### config.mk
export PLATFORM = sky130hd
export DESIGN_NAME = modmul_signed_pipe
export DESIGN_NICKNAME = d
export VERILOG_FILES = /design/src/rtl/modmul_pkg.sv /design/src/rtl/modmul_signed_pipe_lane.sv /design/src/rtl/modmul_signed_pipe.sv
export SDC_FILE = /design/constraint.sdc
export NUM_CORES = 2
export LEC_CHECK = 0
export ABC_AREA = 1
export CORE_UTILIZATION = 30
export CTS_BUF_LIST = sky130_fd_sc_hd__clkbuf_16
export DETAILED_ROUTE_END_ITERATION = 10
export GPL_TIMING_DRIVEN = 0
export PLACE_DENSITY = 0.56
export SYNTH_ARGS = -nofsm -noshare
export SYNTH_HDL_FRONTEND = slang
export SYNTH_HIERARCHICAL = 1
export SYNTH_SLANG_ARGS = --single-unit
### constraint.sdc
create_clock -name clk -period 6.85 [get_ports clk]
set_input_delay 1.37 -clock clk [delete_from_list [all_inputs] [get_ports clk]]
set_output_delay 1.37 -clock clk [all_outputs]
set_load 0.02 [all_outputs]
### src/rtl/modmul_pkg.sv
// Shared constants and helpers for the signed Barrett modular multiplier.
package modmul_pkg;

    localparam int unsigned Q     = 249857;
    localparam int unsigned QW    = 18;
    localparam int unsigned K     = 40;
    localparam int unsigned LANES = 1;
    localparam int unsigned HALFQ = (Q - 1) / 2;

    // Per-beat output mode encoding
    localparam logic LAZY     = 1'b1;
    localparam logic DILIGENT = 1'b0;

    // Barrett constant M = round(2^k / q)
    function automatic longint unsigned barrett_m(input longint unsigned q, input int unsigned k);
        return ((64'd1 << k) + (q >> 1)) / q;
    endfunction

endpackage

### src/rtl/modmul_signed_pipe_lane.sv
// barrett_lane_s: one lane of the signed Barrett multiplier, stages S1-S4 under a shared enable.
module barrett_lane_s
    import modmul_pkg::*;
#(
    parameter int unsigned Q  = modmul_pkg::Q,
    parameter int unsigned QW = modmul_pkg::QW,
    parameter int unsigned K  = modmul_pkg::K
) (
    input  logic                 clk,
    input  logic                 rst_n,
    input  logic                 en_i,
    input  logic signed [QW-1:0] a_i,
    input  logic signed [QW-1:0] b_i,
    input  logic                 lazy_i,
    output logic signed [QW-1:0] c_o
);

    localparam int unsigned ZW  = 2 * QW;
    localparam int unsigned MW  = K - $clog2(Q) + 2;
    localparam int unsigned TW  = ZW + MW + 1;
    localparam int unsigned RW  = ZW + 2;
    localparam int unsigned QTW = TW - K;

    localparam logic signed [MW-1:0] MS   = MW'(barrett_m(64'(Q), K));
    localparam logic signed [TW-1:0] RND  = {{(TW - K){1'b0}}, 1'b1, {(K - 1){1'b0}}};
    localparam logic signed [RW-1:0] QS   = RW'(Q);
    localparam logic signed [RW-1:0] HQ   = RW'((Q - 1) / 2);
    localparam logic signed [RW-1:0] CMAX = RW'((longint'(1) << (QW - 1)) - 1);
    localparam logic signed [RW-1:0] CMIN = -CMAX - 1;

    logic signed [ZW-1:0]  z_d, z_q, z2_q;
    logic signed [TW-1:0]  t_d, t_q;
    logic signed [QTW-1:0] qt;
    logic signed [RW-1:0]  r_d, r_q;
    logic signed [RW-1:0]  rc;
    logic signed [QW-1:0]  c_d, c_q;

    // Next-state for all four stages; widths keep every product exact up to the S3 subtraction
    always_comb begin
        z_d = ZW'(a_i) * ZW'(b_i);
        t_d = TW'(z_q) * TW'(MS);
        qt  = QTW'((t_q + RND) >>> K);
        r_d = RW'(z2_q) - RW'(qt) * QS;
        rc  = r_q;
        if (lazy_i == LAZY) begin
            // Only pull r back into the representable QW-bit range
            if (r_q > CMAX) begin
                rc = r_q - QS;
            end else if (r_q < CMIN) begin
                rc = r_q + QS;
            end
        end else begin
            if (r_q > HQ) begin
                rc = r_q - QS;
            end else if (r_q < -HQ) begin
                rc = r_q + QS;
            end
        end
        c_d = QW'(rc);
    end

    // Pipeline registers, frozen together while the output is stalled
    always_ff @(posedge clk or negedge rst_n) begin
        if (!rst_n) begin
            z_q  <= '0;
            z2_q <= '0;
            t_q  <= '0;
            r_q  <= '0;
            c_q  <= '0;
        end else if (en_i) begin
            z_q  <= z_d;
            z2_q <= z_q;
            t_q  <= t_d;
            r_q  <= r_d;
            c_q  <= c_d;
        end
    end

    assign c_o = c_q;

endmodule

### src/rtl/modmul_signed_pipe.sv
// modmul_signed_pipe: LANES-wide 4-stage signed Barrett modular multiplier with valid/ready.
module modmul_signed_pipe
    import modmul_pkg::*;
#(
    parameter int unsigned Q     = modmul_pkg::Q,
    parameter int unsigned QW    = modmul_pkg::QW,
    parameter int unsigned LANES = modmul_pkg::LANES,
    parameter int unsigned K     = modmul_pkg::K
) (
    input  logic                  clk,
    input  logic                  rst_n,
    input  logic                  in_valid,
    output logic                  in_ready,
    input  logic [LANES*QW-1:0]   inA,
    input  logic [LANES*QW-1:0]   inB,
    input  logic                  in_lazy,
    output logic                  out_valid,
    input  logic                  out_ready,
    output logic [LANES*QW-1:0]   outC
);

    localparam logic signed [QW-1:0] HQ = QW'((Q - 1) / 2);

    logic       en;
    logic [3:0] vld_d, vld_q;
    logic [2:0] lazy_d, lazy_q;

    // Whole pipeline moves only when the output slot is free or being drained
    assign en        = !out_valid || out_ready;
    assign in_ready  = en;
    assign out_valid = vld_q[3];

    // Valid and mode flags shift alongside the data
    always_comb begin
        vld_d  = {vld_q[2:0], in_valid};
        lazy_d = {lazy_q[1:0], in_lazy};
    end

    // Control shift chain
    always_ff @(posedge clk or negedge rst_n) begin
        if (!rst_n) begin
            vld_q  <= '0;
            lazy_q <= '0;
        end else if (en) begin
            vld_q  <= vld_d;
            lazy_q <= lazy_d;
        end
    end

    for (genvar i = 0; i < LANES; i++) begin : g_lane
        barrett_lane_s #(
            .Q  (Q),
            .QW (QW),
            .K  (K)
        ) u_lane (
            .clk    (clk),
            .rst_n  (rst_n),
            .en_i   (en),
            .a_i    (inA[i*QW +: QW]),
            .b_i    (inB[i*QW +: QW]),
            .lazy_i (lazy_q[2]),
            .c_o    (outC[i*QW +: QW])
        );
    end

    function automatic logic in_range(input logic signed [QW-1:0] x);
        return (x <= HQ) && (x >= -HQ);
    endfunction

    // Flag accepted operands outside [-HALFQ, HALFQ]
    always_ff @(posedge clk) begin
        if (rst_n && in_valid && in_ready) begin
            for (int i = 0; i < int'(LANES); i++) begin
                assert (in_range(inA[i*QW +: QW]) && in_range(inB[i*QW +: QW]))
                else $error("modmul_signed_pipe: operand out of range on lane %0d", i);
            end
        end
    end

endmodule

==> run metrics <==
average wire per cell in the routed design=17.61 um; latest clock arrival within the worst-skew pair=roughly 510 ps; Worst EP required=7190 ps; clock slew seen by the registers of the worst setup and hold paths=80 ps; mux contribution to synthesized area=0.0002347; crit share post-route=0.9704; grt ovf=0; TritonCTS clock tree=done; Post-Route WL=approximately 140000 um; Crit Path Class=reg -> reg; largest net degree at the start of global routing=109; remaining antenna violation count=0; final setup violation count=0; CP Capture Type=register; routing usage on met3=0.02012; drc violations=0; hold crit path type=reg -> reg; Final Max Tran Viols=0; Post-Synth XOR/XNOR Area=0.01913; Starting Density=0.3042; status=finished, final reports clean; RSZ-0062 raised after global routing=true; die width=between 300 and 400 um; DR iter-0 viols=2336; WHS Path Cells=2; Warnings, synthesis=6; root buf cell=clkbuf_16; Area contributors post-synth=fa_1 33%, ha_1 15%, inv_1 15%; count of mapped cells out of synthesis=5701; IO Pins=61; Least-Margin Pin Slew=1371 ps; net count after synthesis=approximately 7000; die area=approximately 140000 um^2; filler cell count in the final layout=15270; crit-path max FO=6; main combinational cell family by area after synthesis=adder cells; top-count cell post-synth=inv_1; GPL Wtd Cong=between 0.9 and 1; syn avg cell area=~7.5 um^2; Synth Flop Type=dfrtp_1; worst setup slack after layout=203.0 ps; Startpoint Class=register; cts hold-fix bufs=0; Synth Area in Simple Gates=0.1968; nets@finish=7028; global-route met1 utilization=0.2573; Fin. Hold Viols=0; first drt pass iteration count=5; vias in the first global route=36860; Synth Area in Compound Gates=0.05386; post-layout minimum cycle time=between 6000 and 7000 ps; Peak Freq=150.4 MHz; Synth top area share=0.3328; number of vias per cell=4.605; Total GRT Usage=0.1942; pre-CTS WS=-1373 ps; core box area=140200 um^2; Data arrival, critical path=6980 ps; layout cells sized above 1=0.06041; met2 GRT Util=0.3373; Synth area leader=fa_1; cts bufs inserted=17; Clock Path Buffers=2; Layout Utilization=0.3349; H-tree lvl count=4; max-cap violations=0; Vias=35330; Syn-to-layout area delta=10.11%; Most Crowded Layer GR=met2; FP Rows=137; DPL Wire Length=about 120000 um; Mapped Area=approximately 43000 um^2; first-pass GRT wire length=213200 um; Async SR Flop Fraction=1.000; antenna violations before repair=5; Chip Height=379.1 um; synthesized flop and latch total=156; Adder-Cell Fraction of Synth Area=0.4786; sequential area share after synthesis=0.09153; I/O Buffers=25; FF-to-FF path depth=25; Post-synth top cells=1655 x inv_1, 1265 x nand2_1, 709 x fa_1; final clock skew=26.31 ps; slew margin rel.=0.08608; number of synthesized flops with an enable pin=0; Cell variety after synth=50; clk sinks=156
-- cell families after synthesis --
kind of cell    after synthesis
simple gates               2023
buf+inv                    1793
fa+ha+maj                  1206
compound gates              434
flops                       156
xor+xnor                     88
mux                           1
-- timing repair --
item,in CTS,in global routing
gates resized for setup,103,193
endpoints found under the setup margin,31,41
pin swaps,6,31
buffers inserted,12,24
cloned,1,0
-- cell usage in the layout (no fill, tap or decap), types with 12 or more instances in the layout --
cell type,count
or2_2,30
o21ai_0,177
nand3_1,249
xnor2_1,32
inv_1,1641
fa_1,708
a21oi_2,13
nand2_1,1255
nand2_2,17
o21bai_1,16
inv_2,26
nand4_1,66
clkbuf_4,13
clkbuf_16,17
buf_2,12
clkdlybuf4s50_1,23
clkbuf_2,39
nor2_2,22
a21oi_1,160
xor2_1,42
o21ai_1,25
dfrtp_1,153
nor2_1,307
buf_4,50
clkbuf_1,23
ha_1,481
nor3_1,28
-- metal layers --
| layer | share of wire | wire length (um) |
|---|---|---|
| met1 | 0.45 | 61150 |
| met2 | 0.48 | 65010 |
| met3 | 0.044 | 5943 |
| met4 | 0.022 | 2979 |
| met5 | 0 | 0 |
-- critical path: stages, from the launching register on --
cell     delay, ps
dfrtp_1        500
nand2_1        130
nor3_2         230
nand3_1        250
nor2_4         210
xor2_4         320
inv_2          160
fa_1           450
ha_1           310
inv_1           70
fa_1           430
fa_1           490
fa_1           510
inv_1           40
ha_1           310
fa_1           540
inv_1           40
ha_2           340
inv_2          120
o21ai_1        120
a21oi_1        210
o21ai_0        150
a21oi_2        180
nand3_1        100
nand3_1        150
o21ai_0        120
-- cell type report --
type	instances	area, um^2	area share
diodes	1	2.502	0.00005328
well taps	1876	2347	0.04998
inverters	1670	6280	0.1337
clock buffers	17	425.4	0.009058
repair inverters	1	5.005	0.0001066
plain buffers	120	708.2	0.01508
clock inverters	15	201.4	0.004289
flip-flops and latches	156	3908	0.08320
repair buffers	63	578.1	0.01231
multi-input cells	3752	32510	0.6922
-- sequential cells by signal (all words and copies together), names as in the netlist --
register	cells
g_lane.u_lane/t_q	21
lazy_q	3
g_lane.u_lane/z_q	36
g_lane.u_lane/r_q	38
vld_q	4
g_lane.u_lane/c_o	18
g_lane.u_lane/z2_q	36
-- through the flow --
step	std cells	instance area, um^2	setup TNS (ps)	hold slack [ps]
floorplan	5701	42660	0	435.2
CTS	7648	46300	0	479.6
global route	7670	46960	-368.9	495.7
finish	7671	46960	0	475.4
detailed placement	7604	45320	-29310	458.9
global placement	7602	45260	-454950	449.8
-- final timing paths --
check | start | endpoint | slack [ps]
worst max-delay path | g_lane[0].u_lane/t_q[45] | g_lane[0].u_lane/r_q[30] | 200
worst min-delay path | lazy_q[0] | lazy_q[1] | 480
worst max register to register | g_lane[0].u_lane/t_q[45] | g_lane[0].u_lane/r_q[30] | 200
worst min register to register | lazy_q[0] | lazy_q[1] | 480
max in group asynchronous | rst_n | g_lane[0].u_lane/z_q[35] | 5090
min in group asynchronous | rst_n | g_lane[0].u_lane/c_o[12] | 750
Power is left out: the tool's default activity adds up to more than one toggle a clock period on the data nets, which glitch-free logic cannot reach.
